--- src/rtl/fetch_queue.sv ---
// fetch_queue: multi-slot instruction buffer between fetch and decode.
// Accepts up to PUSH_N entries per cycle and presents up to POP_N of the
// oldest entries in order. There is no bypass, so a pushed entry becomes
// visible one cycle later. A flush empties the buffer in a single cycle.
module fetch_queue #(
    parameter int DATA_W = 64,
    parameter int DEPTH  = 8,
    parameter int PUSH_N = 2,
    parameter int POP_N  = 2
) (
    input  logic                         clk,
    input  logic                         reset,
    input  logic                         flush,
    input  logic [PUSH_N-1:0]            push_valid,
    input  logic [PUSH_N*DATA_W-1:0]     push_data,
    output logic                         push_ready,
    input  logic [$clog2(POP_N+1)-1:0]   pop_cnt,
    output logic [POP_N-1:0]             out_valid,
    output logic [POP_N*DATA_W-1:0]      out_data,
    output logic [$clog2(DEPTH+1)-1:0]   count
);

    localparam int PTR_W  = $clog2(DEPTH);
    localparam int CNT_W  = $clog2(DEPTH + 1);
    localparam int POPC_W = $clog2(POP_N + 1);
    localparam int FREE_W = CNT_W + 1;

    localparam logic [FREE_W-1:0] DEPTH_F  = FREE_W'(DEPTH);
    localparam logic [FREE_W-1:0] PUSH_N_F = FREE_W'(PUSH_N);

    // Storage and pointer state
    logic [DATA_W-1:0] mem_q [DEPTH];
    logic [PTR_W-1:0]  head_q, head_d;
    logic [PTR_W-1:0]  tail_q, tail_d;
    logic [CNT_W-1:0]  count_q, count_d;

    // Per-cycle transfer amounts
    logic [FREE_W-1:0] free_w;
    logic              push_accept;
    logic [CNT_W-1:0]  n_push_req;
    logic [CNT_W-1:0]  n_push;
    logic [CNT_W-1:0]  n_pop;

    // Number of valid push slots; fetch keeps them contiguous from slot 0.
    function automatic logic [CNT_W-1:0] popcount_push(input logic [PUSH_N-1:0] v);
        logic [CNT_W-1:0] n;
        n = '0;
        for (int i = 0; i < PUSH_N; i++) begin
            n = n + CNT_W'(v[i]);
        end
        return n;
    endfunction

    // Decode may ask for more entries than are present; only hand out what exists.
    function automatic logic [CNT_W-1:0] clamp_pop(input logic [POPC_W-1:0] req,
                                                   input logic [CNT_W-1:0]  occ);
        logic [CNT_W-1:0] r;
        r = CNT_W'(req);
        return (r > occ) ? occ : r;
    endfunction

    // Space check uses registered occupancy only, so it is independent of this cycle's pop.
    always_comb begin
        free_w      = DEPTH_F - {1'b0, count_q};
        push_ready  = (free_w >= PUSH_N_F);
        push_accept = push_ready && !flush;
        n_push_req  = popcount_push(push_valid);
        n_push      = push_accept ? n_push_req : '0;
        n_pop       = clamp_pop(pop_cnt, count_q);
    end

    // Next-state pointers and occupancy; a flush overrides any push or pop.
    always_comb begin
        head_d  = head_q;
        tail_d  = tail_q;
        count_d = count_q;
        if (flush) begin
            head_d  = '0;
            tail_d  = '0;
            count_d = '0;
        end else begin
            head_d  = head_q + PTR_W'(n_pop);
            tail_d  = tail_q + PTR_W'(n_push);
            count_d = count_q + n_push - n_pop;
        end
    end

    // Control state register with synchronous reset.
    always_ff @(posedge clk) begin
        if (reset) begin
            head_q  <= '0;
            tail_q  <= '0;
            count_q <= '0;
        end else begin
            head_q  <= head_d;
            tail_q  <= tail_d;
            count_q <= count_d;
        end
    end

    // Entry storage write; indices wrap modulo DEPTH through pointer truncation.
    always_ff @(posedge clk) begin
        for (int i = 0; i < PUSH_N; i++) begin
            if (push_accept && (CNT_W'(i) < n_push_req)) begin
                mem_q[tail_q + PTR_W'(i)] <= push_data[i*DATA_W +: DATA_W];
            end
        end
    end

    // Present the oldest POP_N entries straight from registered state.
    always_comb begin
        out_valid = '0;
        out_data  = '0;
        for (int j = 0; j < POP_N; j++) begin
            out_valid[j]                  = (CNT_W'(j) < count_q);
            out_data[j*DATA_W +: DATA_W]  = mem_q[head_q + PTR_W'(j)];
        end
    end

    assign count = count_q;

endmodule

--- config.mk ---
export PLATFORM = sky130hd
export DESIGN_NAME = fetch_queue
export DESIGN_NICKNAME = d
export VERILOG_FILES = /design/src/rtl/fetch_queue.sv
export SDC_FILE = /design/constraint.sdc
export NUM_CORES = 1
export LEC_CHECK = 0
export ABC_CLOCK_PERIOD_IN_PS = 6000
export CAP_MARGIN = 20
export CORE_MARGIN = 2
export CORE_UTILIZATION = 59
export DETAILED_ROUTE_END_ITERATION = 6
export PLACE_DENSITY = 0.89
export SYNTH_ARGS = -nofsm -noshare
export SYNTH_HDL_FRONTEND = slang
export SYNTH_SLANG_ARGS = --single-unit
--- constraint.sdc ---
create_clock -name clk -period 6 [get_ports clk]
set_input_delay 0.6 -clock clk [delete_from_list [all_inputs] [get_ports clk]]
set_output_delay 0.6 -clock clk [all_outputs]
set_load 0.05 [all_outputs]
# After elaboration in Yosys (flattened, before gate mapping)

Memories as Yosys holds them, arrays and structs flattened. A register that Yosys moved wholly into a read port is not among the register bits.
Index checks and enable logic that the tools add are counted.

Multiplexer cells: 7
$lt $le $gt $ge: 6
$add $sub $neg: 8
Reductions and logical operators: 5

Operators with widths:

| operator              | number |
|---|---|
| $lt A1 B4 Y1 const A  | 2 |
| $add A3 B1 Y3 const B | 2 |
| $ge A5 B2 Y1 const B  | 1 |
| $sub A4 B4 Y5 const A | 1 |
| $add A4 B2 Y4         | 1 |
| $gt A2 B4 Y1          | 1 |
| $lt A1 B2 Y1 const A  | 2 |
| $mux W1               | 4 |
| $mux W4               | 1 |
| $sub A4 B4 Y4         | 1 |
| $add A3 B2 Y3         | 1 |
| $add A3 B3 Y3         | 1 |
| $logic_and A1 B1 Y1   | 3 |
| $mux W3               | 1 |
| $add A1 B1 Y2         | 1 |
| $mux W2               | 1 |
| $reduce_or A2 Y1      | 1 |
| $logic_not A1 Y1      | 1 |

Flip-flop bits (word level): 10
RAM bits: 512
Output and inout bits: 135
Memories: 1

Memories:

| name  | depth | width | read ports | clocked after memory_dff | write ports | RTL line | RTL |
|---|---|---|---|---|---|---|---|
| mem_q | 8     | 64    | 2          | 1                        | 2           | 32       | `logic [DATA_W-1:0] mem_q [DEPTH];` |

# Logic depth before layout (Yosys ltp)

Depth in word-level cells: 6
Gate-level depth with buffers: 15

# Worst setup path before layout

OpenSTA, ideal clock, no wires.

Kind: register -> register
From: reg count_q[1], in the netlist count[1]
To: mem mem_q[2][0], enable pin
Clock period less this slack: 5.602 ns
Setup slack: 0.398 ns
Arrival: 5.095 ns
Buffers on the path: 2
Cell stages (with the launch flop): 9
Cells stage by stage: dfxtp_1 -> inv_1 -> ha_1 -> xnor2_1 -> nor3_1 -> buf_2 -> and2_1 -> clkbuf_1 -> a21oi_1

RTL lines:

| item                   | RTL line | RTL |
|---|---|---|
| from (decl)            | 35       | `logic [CNT_W-1:0] count_q, count_d;` |
| from (signal assigned) | 97       | `count_q <= count_d;` |
| to (decl)              | 32       |  |

# Worst setup path in the final report

From: reg head_q[0]
To: out out_data[101]

Longest elaborated chain between the ends: 2

RTL lines:

| item                   | RTL line | RTL |
|---|---|---|
| from (decl)            | 33       | `logic [PTR_W-1:0] head_q, head_d;` |
| from (signal assigned) | 91       | `head_q <= '0;` |
| from (signal assigned) | 95       | `head_q <= head_d;` |
| $add A3 B1 Y3          | 116      | `out_data[j*DATA_W +: DATA_W] = mem_q[head_q + PTR_W'(j)];` |
| $mem_v2 Z8 W64         | -        |  |
| to (decl)              | 19       | `output logic [POP_N*DATA_W-1:0] out_data,` |

Every way passes these cells.

==> impl_metrics.json <==
{
  "syn_area_um2": 30400,
  "multi_input_area_um2": 14000,
  "post-cts-setup-buffers": 0,
  "htreeDepth": 2,
  "numCtsBuffers": 57,
  "fin_tns_setup_ns": 0,
  "peakVddDrop_mv": 0.308,
  "cp_max_fo": 52,
  "postCtsResizedCells": 0,
  "gp_congestion": 0.774,
  "synth_commonest_cells": "596 x mux2_2, 512 x edfxtp_1, 256 x mux4_2",
  "syn_avg_cell_area_um2": 18.3,
  "synth_flop_cell": "edfxtp_1",
  "nets": 2068,
  "worst_setup_path_start_kind": "flip-flop",
  "core_um2": 51100,
  "grt_max_degree": 98,
  "path_cells": "ha_4 > buf_4 > mux4_2 > mux2_2 > clkdlybuf4s50_1",
  "hold_viol": 0,
  "synth_top_area_share_pct": 50.6,
  "p_leak_nw": 11.0,
  "drtAntennaViolNets": 0,
  "yosys.area.top_type": "edfxtp_1",
  "path_clk_slew_ns": 0.05,
  "via_per_inst": 6.82,
  "hold_class": "reg -> reg",
  "grt.total_usage_pct": 30.1,
  "grt_pass1_wl_um": 119000,
  "ys_types": 36,
  "synth-seq-cells": 522,
  "grt_pass1_vias": 19000,
  "clock_path_buffers": 3,
  "vias": 18000,
  "netlist_instances": 1661,
  "io_pins": 270,
  "dr.first_iter.drc_count": 1495,
  "status": "finished, final reports clean",
  "ys_warn_count": 0,
  "postCtsHoldBufs": 0,
  "rows": 83,
  "drtPass1Iterations": 5,
  "root_buffer": "clkbuf_16",
  "critPathCaptureType": "output port",
  "drv_slew": 0,
  "synth-edff-count": 512,
  "relSlewSlack_pct": 31.7,
  "synth.most_common_cell": "mux2_2",
  "synthTopCellsByArea": "edfxtp_1 51%, mux2_2 22%, mux4_2 19%",
  "yosysSeqAreaShare_pct": 51.2,
  "cts_tree": "yes",
  "dieArea_um2": 53300,
  "async_reset_ff_share_pct": 0,
  "rrSetupSlack_ns": 2.15,
  "crit_slowest_cell": "dfxtp_4",
  "wirelength_um": 79800,
  "start_util_pct": 59.5,
  "numClockSinks": 522,
  "die_x_um": 231,
  "period_minus_slack_ns": 4.91,
  "final-setup-viol-count": 0,
  "grt-ovfl-total": 0,
  "drcViolationCount": 0,
  "area_growth_pct": 16.6,
  "rsz0062_at_grt": "false",
  "worst_ep_arrival_time_ns": 4.31,
  "die_h_um": 231,
  "p_per_area_nw_per_um2": 404,
  "required_ns": 5.40,
  "fin_hold_ws_ns": 0.678,
  "wire_per_inst_um": 30.2,
  "worstMarginPinSlew_ns": 1.02,
  "period_share_pct": 81.8,
  "fin_util_pct": 69.4,
  "postSynthNetCount": 1817,
  "timing.fmax_mhz": 204,
  "fill_cells": 3302,
  "maxCapViolations": 0,
  "clock_latency_ns": 0.62,
  "grt_antenna_before_repair": 11,
  "final.setup_skew_ns": 0.0264,
  "port_buffers": 269,
  "max_stage_delay_ns": 0.94,
  "path_class": "reg -> out",
  "layout-drive-gt1-share_pct": 51.5,
  "seq_area_um2": 15600,
  "dp_hpwl_um": 45800
}
cells by family after synthesis:
group | synth area share (%)
compound gates | 0.692
xor+xnor | 0.259
buf+inv | 3.03
mux | 42.9
simple gates | 0.967
flops | 51.2
fa+ha+maj | 0.939
flip-flops by register name, indices dropped and copies added, names as in the netlist:
name    cells
mem_q     512
head_q      3
tail_q      3
count       4
per-layer routing:
layer / wire [um] / global-route usage, %
met1: 30000 / 39.4
met2: 39800 / 50.6
met3: 7930 / 6.72
met4: 1970 / 9.21
met5: 53 / 0
cell type report:
cell class                 count  share of cell area (%)
timing repair buffer         314                    8.89
clock inverter                26                   0.639
clock buffer                  74                    4.32
tap                          680                    2.40
multi-input combinational   1004                    39.6
inverter                      13                   0.138
antenna                        8                  0.0565
sequential                   522                    44.0
final timing paths:
check / start / depth (start not counted) / to
max: head_q[0]$_SDFF_PP0_ / 5 / out_data[101]
min: tail_q[2]$_SDFF_PP0_ / 2 / tail_q[2]$_SDFF_PP0_
max reg2reg: count[1]$_SDFF_PP0_ / 12 / count[3]$_SDFF_PP0_
min reg2reg: tail_q[2]$_SDFF_PP0_ / 2 / tail_q[2]$_SDFF_PP0_
report_power, final:
| group | switching (mW) | internal (mW) | total (mW) |
|---|---|---|---|
| combinational | 3.80 | 2.65 | 6.45 |
| clock | 1.42 | 1.95 | 3.37 |
| sequential | 0.195 | 4.30 | 4.50 |
| total | 5.41 | 8.91 | 14.3 |
cells in the final DEF (no fill, tap or decap), drive strengths merged, types with 6 or more instances in the layout:
cell / instances
a21oi: 18
and2: 6
buf: 45
clkbuf: 74
clkdlybuf4s50: 269
clkinv: 19
dfxtp: 10
diode: 8
edfxtp: 512
ha: 18
inv: 14
mux2: 640
mux4: 256
nand2: 17
nor2: 9
stage by stage:
step	total power, mW	std cells	cell area [um^2]	worst slack, ns
2_1_floorplan	9.06	1661	30400	0.398
3_3_place_gp	10.9	2530	33600	1.79
3_5_place_dp	11.0	2531	33600	1.68
4_1_cts	14.4	2631	35400	1.02
5_1_grt	14.8	2635	35400	0.944
6_report	14.3	2641	35400	1.09
worst max-delay path: cells and delay by family, from the launching register on:
kind / cells / cell delay [ns]
adder cells (fa/ha/maj): 1 / 0.82
buffers and inverters: 2 / 1.18
flip-flops: 1 / 0.94
multiplexers: 2 / 0.69
(Power assumes the default switching activity.)
